===== src/rtl/gray_decoder_pkg.sv =====
// Shared definitions for the Gray-code tracking decoder: FSM states and
// default parameter values.
package gray_decoder_pkg;

   localparam int DEFAULT_WIDTH = 3;
   localparam int DEFAULT_CNTW  = 8;

   // Tracking FSM: IDLE waits for a baseline, TRACK follows the counter,
   // ERR parks after an illegal transition until cleared.
   typedef enum logic [1:0] {
      ST_IDLE  = 2'd0,
      ST_TRACK = 2'd1,
      ST_ERR   = 2'd2
   } state_e;

endpackage : gray_decoder_pkg


===== src/rtl/gray_decoder_gray2bin.sv =====
// Combinational Gray-to-binary converter.
// Bit i of the binary result is the XOR of all Gray bits from the MSB down
// to i, which unrolls the b[i] = b[i+1] ^ g[i] recurrence without a
// self-referencing combinational loop.
module gray2bin #(
   parameter int WIDTH = 3
) (
   input  logic [WIDTH-1:0] gray_i,
   output logic [WIDTH-1:0] bin_o
);

   for (genvar i = 0; i < WIDTH; i++) begin : g_bit
      assign bin_o[i] = ^(gray_i >> i);
   end

endmodule : gray2bin


===== src/rtl/gray_decoder.sv =====
// Gray-code tracking decoder: decodes codes sampled from an upstream Gray
// counter, checks that each new code is a hold or a +1 step, counts wraps
// and flags illegal transitions. All outputs are registered.
module gray_decoder
   import gray_decoder_pkg::*;
#(
   parameter int WIDTH = DEFAULT_WIDTH,
   parameter int CNTW  = DEFAULT_CNTW
) (
   input  logic             Clk,
   input  logic             Reset,
   input  logic [WIDTH-1:0] In,
   input  logic             Valid,
   input  logic             Clr,
   output logic [WIDTH-1:0] Binary,
   output logic             BinValid,
   output logic             Overflow,
   output logic [CNTW-1:0]  WrapCnt,
   output logic             Error
);

   state_e            state_q,     state_d;
   logic [WIDTH-1:0]  code_q,      code_d;
   logic [WIDTH-1:0]  binary_q,    binary_d;
   logic              bin_valid_q, bin_valid_d;
   logic              overflow_q,  overflow_d;
   logic [CNTW-1:0]   wrap_cnt_q,  wrap_cnt_d;
   logic              error_q,     error_d;

   logic [WIDTH-1:0]  in_bin;
   logic [WIDTH-1:0]  bin_inc;
   logic              is_hold;
   logic              is_step;

   gray2bin #(
      .WIDTH (WIDTH)
   ) u_gray2bin (
      .gray_i (In),
      .bin_o  (in_bin)
   );

   // A hold compares raw codes against the stored code so it is bit-exact;
   // a step compares the decoded value against last Binary + 1 (mod 2^WIDTH).
   assign bin_inc = binary_q + WIDTH'(1);
   assign is_hold = (In == code_q);
   assign is_step = (in_bin == bin_inc);

   // Next-state and next-output logic for the tracking FSM.
   always_comb begin
      // NOTE: every variable gets a default first so no path leaves it
      // unassigned, which would otherwise infer a latch.
      state_d     = state_q;
      code_d      = code_q;
      binary_d    = binary_q;
      bin_valid_d = 1'b0;
      overflow_d  = overflow_q;
      wrap_cnt_d  = wrap_cnt_q;
      error_d     = error_q;

      if (Clr) begin
         // Clear beats a coincident Valid; the sampled code is dropped.
         state_d    = ST_IDLE;
         code_d     = '0;
         binary_d   = '0;
         overflow_d = 1'b0;
         wrap_cnt_d = '0;
         error_d    = 1'b0;
      end else if (Valid) begin
         unique case (state_q)
            ST_IDLE: begin
               code_d      = In;
               binary_d    = in_bin;
               bin_valid_d = 1'b1;
               state_d     = ST_TRACK;
            end
            ST_TRACK: begin
               if (is_hold) begin
                  // Counter has not moved: nothing to report.
               end else if (is_step) begin
                  code_d      = In;
                  binary_d    = in_bin;
                  bin_valid_d = 1'b1;
                  if (binary_q == '1) begin
                     overflow_d = 1'b1;
                     if (wrap_cnt_q != '1) begin
                        wrap_cnt_d = wrap_cnt_q + CNTW'(1);
                     end
                  end
               end else begin
                  error_d = 1'b1;
                  state_d = ST_ERR;
               end
            end
            ST_ERR: begin
               // Parked until Clr or reset.
            end
            default: begin
               state_d = ST_IDLE;
            end
         endcase
      end
   end

   // State and output registers with asynchronous active-low reset.
   always_ff @(posedge Clk or negedge Reset) begin
      if (!Reset) begin
         state_q     <= ST_IDLE;
         code_q      <= '0;
         binary_q    <= '0;
         bin_valid_q <= 1'b0;
         overflow_q  <= 1'b0;
         wrap_cnt_q  <= '0;
         error_q     <= 1'b0;
      end else begin
         // NOTE: non-blocking assignments so every register samples the
         // pre-edge values, independent of statement order.
         state_q     <= state_d;
         code_q      <= code_d;
         binary_q    <= binary_d;
         bin_valid_q <= bin_valid_d;
         overflow_q  <= overflow_d;
         wrap_cnt_q  <= wrap_cnt_d;
         error_q     <= error_d;
      end
   end

   assign Binary   = binary_q;
   assign BinValid = bin_valid_q;
   assign Overflow = overflow_q;
   assign WrapCnt  = wrap_cnt_q;
   assign Error    = error_q;

endmodule : gray_decoder


===== config.mk =====
export PLATFORM = sky130hd
export DESIGN_NAME = gray_decoder
export DESIGN_NICKNAME = d
export VERILOG_FILES = /design/src/rtl/gray_decoder_pkg.sv /design/src/rtl/gray_decoder_gray2bin.sv /design/src/rtl/gray_decoder.sv
export SDC_FILE = /design/constraint.sdc
export NUM_CORES = 1
export LEC_CHECK = 0
export CORE_MARGIN = 3
export CORE_UTILIZATION = 53
export DETAILED_ROUTE_END_ITERATION = 10
export PLACE_DENSITY_LB_ADDON = 0.05
export SYNTH_ARGS = -nofsm -noshare
export SYNTH_HDL_FRONTEND = slang
export SYNTH_SLANG_ARGS = --single-unit
export TNS_END_PERCENT = 100

===== constraint.sdc =====
create_clock -name Clk -period 6.7 [get_ports Clk]
set_clock_uncertainty 0.05 [all_clocks]
set_input_delay 0.67 -clock Clk [delete_from_list [all_inputs] [get_ports Clk]]
set_output_delay 0.67 -clock Clk [all_outputs]
set_load 0.1 [all_outputs]

### After elaboration in Yosys (flattened, before gate mapping)

Index checks and enable logic that the tools add are counted.

| storage, ports and cells | value |
|---|---|
| bits in registers | 19 |
| bits of input ports | 7 |
| output and inout bits | 14 |
| logic and storage cells | 74 |

| cells by class | value |
|---|---|
| add/subtract/negate cells | 2 |
| eq/ne operators | 12 |
| mux-type cells | 38 |
| reduce and logical (&&, ||, !) cells | 15 |

Operators by type and width:

| cell | count |
|---|---|
| 2-to-1 mux 8 bit | 7 |
| 2-to-1 mux 3 bit | 8 |
| 2-to-1 mux 1 bit | 15 |
| case mux 3 bit (2 select lines) | 2 |
| AND reduction 4 bit | 3 |
| nonzero test 2 bit | 5 |
| != test 3 bit, second input constant | 3 |
| XOR reduction 3 bit | 3 |
| adder 8 x 1 -> 8 bit, second input constant | 1 |
| 2-to-1 mux 2 bit | 4 |
| != test 8 bit, second input constant | 1 |
| equality test 3 bit | 2 |
| != test 2 bit, second input constant | 3 |
| case mux 2 bit (3 select lines) | 1 |
| AND reduction 6 bit | 1 |
| AND reduction 5 bit | 1 |
| adder 3 x 1 -> 3 bit, second input constant | 1 |
| equality test 3 bit, second input constant | 1 |
| nonzero test 3 bit | 1 |
| equality test 2 x 1 -> 1 bit, second input constant | 1 |
| equality test 2 bit, second input constant | 1 |
| logical NOT 2 bit | 1 |
| case mux 1 bit (2 select lines) | 1 |

### Depth between registers and ports, before layout

Gate-level depths: netlist of the first run.

| logic depth | value |
|---|---|
| word-level depth | 8 |
| depth in mapped cells | 9 |
| gate-level depth less buffers | 8 |

### Modules after synthesis

A second synthesis of the first run with hierarchy kept.

| second synthesis, totals | value |
|---|---|
| cell total of the unflattened synthesis | 113 |
| area total of the unflattened synthesis | 1159.9 µm² |

Modules (own cells, without submodules):

| module | times used | cells an instance | area each (µm²) | sequential area each (µm²) |
|---|---|---|---|---|
| gray_decoder | 1 | 110 | 1119.8 | 475.5 |
| gray2bin | 1 | 3 | 40.0 | 0.0 |

### Worst setup path before layout of the first run

OpenSTA, ideal clock, no wires.

| path | value |
|---|---|
| path type | register to register |
| from | register binary_q[0] (netlist: Binary[0]) |
| to | register wrap_cnt_q[6] (netlist: WrapCnt[6]) |
| library setup time | 0.077 ns |
| arrival | 2.638 ns |
| required time | 6.573 ns |
| setup slack | 3.934 ns |
| stages on the path, launching flop included | 10 |
| path buffers | 1 |
| period minus slack after synthesis | 2.766 ns |
| cells stage by stage | dfrtp_1 ha_1 ha_1 nor2_1 nor4b_1 nand4bb_1 buf_6 nand2_4 or4_1 a21oi_1 |

| between the ends | value |
|---|---|
| cells in the longest elaborated chain, start to end | 4 |
| elaborated cells between the ends (all ways) | 6 |
| those cells by class | 1 x add/sub; 2 x eq/ne; 3 x reduce/logical |

Ends and longest elaborated chain:

| item | line | text |
|---|---|---|
| start, declared | gray_decoder.sv:24 | `logic [WIDTH-1:0] binary_q, binary_d;` |
| start signal, assigned | gray_decoder.sv:119 | `binary_q <= binary_d;` |
| adder 3 x 1 -> 3 bit | gray_decoder.sv:44 | `assign bin_inc = binary_q + WIDTH'(1);` |
| equality test 3 bit | gray_decoder.sv:46 | `assign is_step = (in_bin == bin_inc);` |
| nonzero test 2 bit (no line) | - |  |
| AND reduction 6 bit (no line) * | - |  |
| end signal, assigned | gray_decoder.sv:122 | `wrap_cnt_q <= wrap_cnt_d;` |
| end, declared | gray_decoder.sv:27 | `logic [CNTW-1:0] wrap_cnt_q, wrap_cnt_d;` |

Mark *: on every way between the ends. The rest lies on a longest branch, timed or not.
A chain may end at the register's enable or synchronous reset.

### Worst setup path in the final report of the first run

| path | value |
|---|---|
| from | input port In[0] |
| to | register code_q[0] |

| between the ends | value |
|---|---|
| cells in the longest elaborated chain, start to end | 5 |
| elaborated cells between the ends (all ways) | 11 |
| those cells by class | 4 x eq/ne; 5 x mux; 2 x reduce/logical |

Ends and longest elaborated chain:

| item | line | text |
|---|---|---|
| start, declared | gray_decoder.sv:12 | `input logic [WIDTH-1:0] In,` |
| branches (longest 5 deep; another with AND reduction 4 bit) | - |  |
| end signal, assigned | gray_decoder.sv:118 | `code_q <= code_d;` |
| end, declared | gray_decoder.sv:23 | `logic [WIDTH-1:0] code_q, code_d;` |

Parallel ways; which one is timed is not known. The select of a mux whose other input is x is not followed.

==> results.yml, run 1 <==
global_routing:
  grt_usage: 0.180
  grt_pass1_vias: 802
  grt_max_degree: 20
  grt_first_pass_wirelength_um: 3440
  gr-total-overflow: 0
  antenna_found_initial: 0
clock_network:
  cts_tree: "done"
  root_buffer: "clkbuf_4"
  ctsHoldBuffers: 0
  clock_path_buffers: 2
  clock-sinks: 18
  cts_setup_buffers: 0
  numCtsBuffers: 3
  htreeDepth: 1
  clkLatencyLatePin_ps: 290
  cts.clk_slew.worst_paths_ps: 100
  cts_resized: 0
power:
  power_mw: 0.236
  leakage_nw: 0.566
  ir_drop_mv: 0.152
  power_density_mw_per_mm2: 191
timing:
  fin_crit_sh: 0.411
  fin_ws_ps: 3950
  fmax_ghz: 0.363
  whs_ps: 465
  hold_violations: 0
  final.setup.tns_ps: 0
  drv_slew: 0
  rsz0062_at_grt: "false"
  tightest_slew_ps: 975
  finalCriticalPeriod_ps: 2750
  finalSetupViolations: 0
  slew_headroom: 0.348
worst_setup_path:
  cp.arrival_ps: 2860
  path_class: "input port to flop"
  end_kind: "flop"
  crit_chain: "clkdlybuf4s50_1 -> xnor2_1 -> nor4b_1 -> nand4bb_1 -> a21oi_2 -> mux2i_1 -> nor2_1"
  cpPeakStageDelay_ps: 520
  cp_max_fo: 8
  cp-start-kind: "input port"
  reg2reg_slack_ps: 4080
  path_buf_inv: 1
  cp_slowest_cell: "a21oi_2"
  critPathTopFamily: "simple AND/OR/NAND/NOR gates"
  critPathRequiredTime_ps: 6810
logic_synthesis:
  synth_fa_ha_area_frac: 0.0368
  yosysTopAreaCellShare: 0.441
  synth-seq-area-share: 0.441
  syn-instance-count: 105
  syn_nets: 115
  yosysTopAreaCell: "dfrtp_1"
  synth_area_per_cell_um2: 9.72
  synth_xor_area_frac: 0.0944
  synth.distinct_cells: 33
  ys_top_cells_by_area: "dfrtp_1, xor2_1, nor2_1, mux2i_1, nand3_1"
  muxShareOfSynthArea: 0.0490
  synth-simple-area-share: 0.265
  synth_seq_cells: 18
  yosysWarnings: 0
  synth-compound-area-share: 0.0613
  syn_area_mm2: 0.00102
  synth_top_family_by_area: "simple AND/OR/NAND/NOR gates"
floorplanning:
  rows: 15
  initial_core_util: 0.579
  die_h_um: 49.9
  core-area_mm2: 0.00176
  dieArea_mm2: 0.00249
  die_w_um: 49.9
  pin_count: 21
layout:
  fin_nets: 134
  antenna_cells: 0
  syn2layout_area_growth_pct: 20.7
  layout_common_cells: "clkdlybuf4s50_1, dfrtp_1, nor2_1, nand3_1, xor2_1"
  mostFrequentLayoutCell: "clkdlybuf4s50_1"
  layout.cells.non_filler: 147
  drive_gt1_frac: 0.0574
  post-route-cell-area_mm2: 0.00123
  postLayoutCoreUtil: 0.699
run_status:
  status: "complete, no violations"
route:
  drt_iter0_drc: 8
  vias: 793
  drt-pass1-iter-count: 4
  vias_per_cell: 5.39
  ant_nets: 0
  drc: 0
  wl_per_cell_um: 12.5
  wirelength_um: 1830
placement:
  gp_congestion: 0.819
  dpl.cell_count: 144
  dp_slack_ps: 3610
  dpl.hpwl_um: 1360
  port_buffers: 20
  dpl_cell_area_mm2: 0.00121
flow_run:
  cap_violations: 0
hold_path:
  hp-class: "flop to flop"
-- worst min-delay path, cell delays in order, from the launching register on --
cell and delay, ps:
dfrtp_1 390, inv_1 50, a21oi_1 50
-- worst paths after layout --
kind                         endpoint  depth (start not counted)       from
hold reg to reg                 Error                          2      Error
max in group asynchronous   code_q[0]                          1      Reset
setup / recovery            code_q[0]                          7      In[0]
setup reg to reg            code_q[0]                          8  Binary[0]
hold / removal                  Error                          2      Error
min in group asynchronous  state_q[1]                          1      Reset
-- cell families after synthesis --
group	after synthesis
adders and majority gates	3
and+or+nand+nor	49
buffers and inverters	9
xor gates and xnor gates	11
DFF	18
AOI/OAI and AO/OA	10
muxes	5
-- sequential cells by signal, summed over array words and instances (netlist names) --
signal,count
WrapCnt,8
Error,1
BinValid,1
code_q,3
Overflow,1
Binary,2
state_q,2
-- per-layer routing --
layer	up-vias	track usage	routed length (um)
met3	4	0.0453	92
met1	374	0.235	850
met4	0	0.0829	31
li1	396	-	-
met5	-	0	0
met2	19	0.280	858
-- Yosys cell counts (all sizes together) --
| cell type | instances |
|---|---|
| a21oi | 6 |
| a2bb2oi | 1 |
| and2b | 1 |
| and3 | 2 |
| buf | 4 |
| clkbuf | 2 |
| dfrtp | 18 |
| ha | 3 |
| inv | 3 |
| mux2i | 5 |
| nand2 | 5 |
| nand2b | 1 |
| nand3 | 9 |
| nand3b | 1 |
| nand4 | 3 |
| nand4bb | 1 |
| nor2 | 18 |
| nor2b | 1 |
| nor3 | 3 |
| nor3b | 1 |
| nor4b | 1 |
| o21ai | 1 |
| o31ai | 2 |
| or3 | 1 |
| or4 | 1 |
| xnor2 | 3 |
| xor2 | 8 |
-- where the power goes --
group | internal (mW) | switching [mW] | leakage (nW)
Sequential | 0.113 | 0.00421 | 0.246
Clock | 0.0209 | 0.0321 | 0.0138
Combinational | 0.0204 | 0.0446 | 0.306
-- final cells by class --
class	instances	area, um^2
Timing Repair Buffer	20	200
Sequential cell	18	450
Inverter	3	11.3
Tap cell	25	31.3
Multi-Input combinational cell	78	517
Clock buffer	3	22.5
Fill cell	159	532
Power figures use the tool's default switching activity.
==> run 2, diff against run 1 <==
--- a/config.mk
+++ b/config.mk
@@ -6,7 +6,7 @@
 export NUM_CORES = 1
 export LEC_CHECK = 0
 export CORE_MARGIN = 3
-export CORE_UTILIZATION = 53
+export CORE_UTILIZATION = 45
 export DETAILED_ROUTE_END_ITERATION = 10
 export PLACE_DENSITY_LB_ADDON = 0.05
 export SYNTH_ARGS = -nofsm -noshare
==> constraint.sdc (replaced) <==
create_clock -name Clk -period 2.3 [get_ports Clk]
set_clock_uncertainty 0.05 [all_clocks]
set_input_delay 0.23 -clock Clk [delete_from_list [all_inputs] [get_ports Clk]]
set_output_delay 0.23 -clock Clk [all_outputs]
set_load 0.1 [all_outputs]
==> results.yml, run 2 (synthesized netlist as in run 1, its figures left out) <==
run_status:
  status: "complete, no violations"
route:
  wl_met1_um: 985
  vias_per_cell: 5.16
  wirelength_um: 2220
  drt_iter0_drc: 18
  wl_met3_um: 118
  vias: 847
  highest_layer: "met4"
  ant_nets: 0
  drt-pass1-iter-count: 4
  drc: 0
  wl_met2_um: 1090
  wl_per_cell_um: 13.5
floorplanning:
  initial_core_util: 0.495
  rows: 16
  core-area_mm2: 0.00206
  die_w_um: 53.6
  pin_count: 21
  die_h_um: 53.6
  dieArea_mm2: 0.00288
placement:
  dpl.hpwl_um: 1690
  dpl_cell_area_mm2: 0.00131
  dpl.cell_count: 157
  port_buffers: 20
  gp_congestion: 0.787
timing:
  finalCriticalPeriod_ps: 2250
  slew_headroom: 0.635
  rsz0062_at_grt: "true"
  drv_slew: 0
  fin_crit_sh: 0.978
  hold_violations: 0
  tightest_slew_ps: 545
  final.setup.tns_ps: 0
  whs_ps: 233
  fmax_ghz: 0.445
  finalSetupViolations: 0
flow_run:
  cap_violations: 0
layout:
  mostFrequentLayoutCell: "buf_4"
  antenna_cells: 0
  multiInputGateArea_um2: 592
  final.fill_count: 179
  post-route-cell-area_mm2: 0.00140
  regArea_um2: 458
  layout_common_cells: "buf_4, nor2_1, dfrtp_1, nand3_1, xor2_1"
  syn2layout_area_growth_pct: 37.0
  largest_register_ffs: 8
  layout.cells.non_filler: 164
  fin_nets: 148
  drive_gt1_frac: 0.328
worst_setup_path:
  cp_max_fo: 6
  end_kind: "flop"
  path_class: "flop to flop"
  cp.arrival_ps: 2360
  critPathRequiredTime_ps: 2410
  reg2reg_slack_ps: 50
  cp-start-kind: "flop"
global_routing:
  antenna_found_initial: 0
  grt_usage: 0.180
  grt_max_degree: 13
  grt_pass1_vias: 838
  gr-total-overflow: 0
  grt_first_pass_wirelength_um: 3730
clock_network:
  clock-sinks: 18
  cts.clk_slew.worst_paths_ps: 100
  clkLatencyLatePin_ps: 290
  cts_tree: "done"
  htreeDepth: 1
  numCtsBuffers: 3
  clock_path_buffers: 2
  root_buffer: "clkbuf_4"
power:
  p_seq_frac: 0.457
  p_int_mw: 0.499
  power_mw: 0.758
  swShare: 0.341
  power_density_mw_per_mm2: 542
  p_clk_frac: 0.210
  ir_drop_mv: 0.373
  leakage_nw: 0.673
  p_sw_mw: 0.259
  combPwrFrac: 0.333
hold_path:
  hp-class: "input port to asynchronous set/reset pin"
run 2: cell types whose count changed in the layout (fill, tap and decap cells not counted), sizes merged:
cell	before	now
clkbuf	3	4
clkdlybuf4s50	20	6
buf	0	28
run 2: worst paths after layout:
path,from,to,depth (start not counted)
setup / recovery,Binary[0],code_q[2],9
hold / removal,Reset,BinValid,1
setup reg to reg,Binary[0],code_q[2],9
hold reg to reg,Overflow,Overflow,2
max in group asynchronous,Reset,state_q[0],2
min in group Clk,Overflow,Overflow,2
run 2: final cells by class:
class                      count  area share
sequential                    18       0.327
multi-input combinational     78       0.423
clock buffer                   4      0.0188
timing repair buffer          34       0.199
inverter                       3     0.00805
tap                           27      0.0242
run 2: metal layers:
layer	up-vias	GRT usage
li1	428	-
met1	396	0.225
met2	19	0.298
met3	4	0.0554
met4	0	0.0553
met5	-	0
run 2: metrics by stage:
stage | worst slack, ps | util
2_1_floorplan | -29.0 | -
3_3_place_gp | 69.8 | 0.636
3_5_place_dp | 27.7 | 0.636
4_1_cts | 5.39 | 0.649
5_1_grt | -54.6 | 0.678
6_report | 50.6 | 0.678
run 2: worst max-delay path, cell delays in order (launching register included):
cell       delay, ps
dfrtp_4          510
ha_4             170
ha_4             280
nor2_4            30
nor4b_4          130
nand4bb_1        230
buf_6            170
a21oi_4          260
mux2i_1          230
nor2_1            60
run 2: power groups by stage:
stage	registers (mW)	clock network, mW	logic [mW]
4_1_cts	0.348	0.167	0.223
3_5_place_dp	0.355	0	0.223
2_1_floorplan	0.404	0	0.112
6_report	0.347	0.159	0.253
5_1_grt	0.348	0.176	0.270
3_3_place_gp	0.354	0	0.217
run 2: timing repair:
| item | 4_1_cts | 5_1_grt |
|---|---|---|
| hold buffers | 0 | 0 |
| resized for setup | 0 | 8 |
| endpoints found under the setup margin | 0 | 10 |
| buffers inserted | 0 | 3 |
==> run 3, diff against run 2 <==
==> constraint.sdc (replaced) <==
create_clock -name Clk -period 1.81 [get_ports Clk]
set_clock_uncertainty 0.05 [all_clocks]
set_input_delay 0.181 -clock Clk [delete_from_list [all_inputs] [get_ports Clk]]
set_output_delay 0.181 -clock Clk [all_outputs]
set_load 0.1 [all_outputs]
==> results.yml, run 3 (synthesized netlist as in run 1, its figures left out) <==
clock_network:
  ctsHoldBuffers: 0
  clkLatencyLatePin_ps: 300
  htreeDepth: 1
  clock-sinks: 18
  numCtsBuffers: 3
  clock_path_buffers: 2
  root_buffer: "clkbuf_4"
  cts.clk_slew.worst_paths_ps: 120
  cts_tree: "done"
placement:
  dpl_cell_area_mm2: 0.00147
  gp_congestion: 0.856
  dpl.hpwl_um: 1890
  dp_slack_ps: -469
  port_buffers: 20
  dpl.cell_count: 167
layout:
  antenna_cells: 0
  largest_register_ffs: 8
  fin_nets: 159
  final.fill_count: 120
  post-route-cell-area_mm2: 0.00167
  mostFrequentLayoutCell: "buf_4"
  drive_gt1_frac: 0.480
  layout_common_cells: "buf_4, nor2_1, dfrtp_1, xor2_1, buf_12"
  layout.cells.non_filler: 175
  postLayoutCoreUtil: 0.809
  syn2layout_area_growth_pct: 63.4
power:
  leakage_nw: 0.766
  power_mw: 1.09
  power_density_mw_per_mm2: 654
  ir_drop_mv: 0.661
worst_setup_path:
  r2r_end: "WrapCnt[7]"
  end_kind: "flop"
  reg2reg_slack_ps: -480
  cp-start-kind: "flop"
  cp_max_fo: 6
  critPathRequiredTime_ps: 1990
  path_class: "flop to flop"
  r2r-start: "Binary[0]"
  cp.arrival_ps: 2470
  ff2ff_path_depth: 9
route:
  drc: 0
  vias_per_cell: 5.63
  drt-pass1-iter-count: 4
  wl_per_cell_um: 18.1
  wirelength_um: 3160
  drt_iter0_drc: 21
  vias: 985
  ant_nets: 0
global_routing:
  grt_pass1_vias: 977
  grt_usage: 0.214
  gr-total-overflow: 0
  antenna_found_initial: 0
  grt_first_pass_wirelength_um: 4370
  grt_max_degree: 19
run_status:
  violations: "setup timing"
  status: "complete, but fails checks"
timing:
  fmax_ghz: 0.437
  rsz0062_at_grt: "true"
  tightest_slew_ps: 361
  fin_crit_sh: 1.26
  fin_ws_ps: -477
  hold_violations: 0
  finalSetupViolations: 18
  finalCriticalPeriod_ps: 2290
  slew_headroom: 0.757
  drv_slew: 0
flow_run:
  cap_violations: 0
floorplanning:
  initial_core_util: 0.495
  dieArea_mm2: 0.00288
  pin_count: 21
  die_h_um: 53.6
  die_w_um: 53.6
  rows: 16
  core-area_mm2: 0.00206
hold_path:
  hp-class: "input port to asynchronous set/reset pin"
[run 3: layout make-up]
class                      count  area, um^2  share of cell area
sequential                    18         460               0.276
tap                           27        33.8              0.0203
clock buffer                   4        36.3              0.0218
multi-input combinational     78         667               0.400
timing repair buffer          45         459               0.275
inverter                       3        11.3             0.00675
[run 3: worst max-delay path by stage]
| stage | start | endpoint | slack, ps | depth (start not counted) |
|---|---|---|---|---|
| 2_1_floorplan | Binary[0] | WrapCnt[6] | -490 | 9 |
| 3_3_place_gp | Binary[1] | WrapCnt[7] | -360 | 9 |
| 3_5_place_dp | Binary[1] | WrapCnt[7] | -470 | 9 |
| 4_1_cts | Binary[1] | WrapCnt[6] | -440 | 9 |
| 5_1_grt | Binary[0] | WrapCnt[7] | -560 | 9 |
| 6_report | Binary[0] | WrapCnt[7] | -480 | 9 |
[run 3: critical path: stages (launching register included)]
cell,delay (ps)
dfrtp_4,510
ha_4,180
ha_4,250
nor2_4,90
nor4b_4,180
nand4bb_1,170
buf_6,160
nand3_2,100
or3_1,360
a21oi_2,160
[run 3: per-layer routing]
| metal | part of all wire | global-route usage |
|---|---|---|
| met5 | 0 | 0 |
| met4 | 0.017 | 0.0894 |
| met3 | 0.050 | 0.0360 |
| met2 | 0.52 | 0.373 |
| met1 | 0.42 | 0.258 |
[run 3: report_power, final]
group / switching [mW] / leakage [nW] / total (mW) / internal (mW)
Clock: 0.137 / 0.0210 / 0.259 / 0.123
Sequential: 0.0174 / 0.239 / 0.441 / 0.423
Combinational: 0.223 / 0.506 / 0.391 / 0.168
Total: 0.377 / 0.766 / 1.09 / 0.714
[run 3: per-stage QoR]
step,TNS (ps),hold WS [ps]
after floorplan,-6170,-165
after global placement,-4450,450
after detailed placement,-5600,449
after CTS,-6070,163
after global routing,-8370,164
final,-6960,147
[run 3: timing repair]
action / in CTS / in global routing
buffers inserted: 1 / 3
endpoints found under the setup margin: 18 / 18
pin swaps: 10 / 14
resized for setup: 9 / 17
endpoints found under the hold margin: 0 / 0
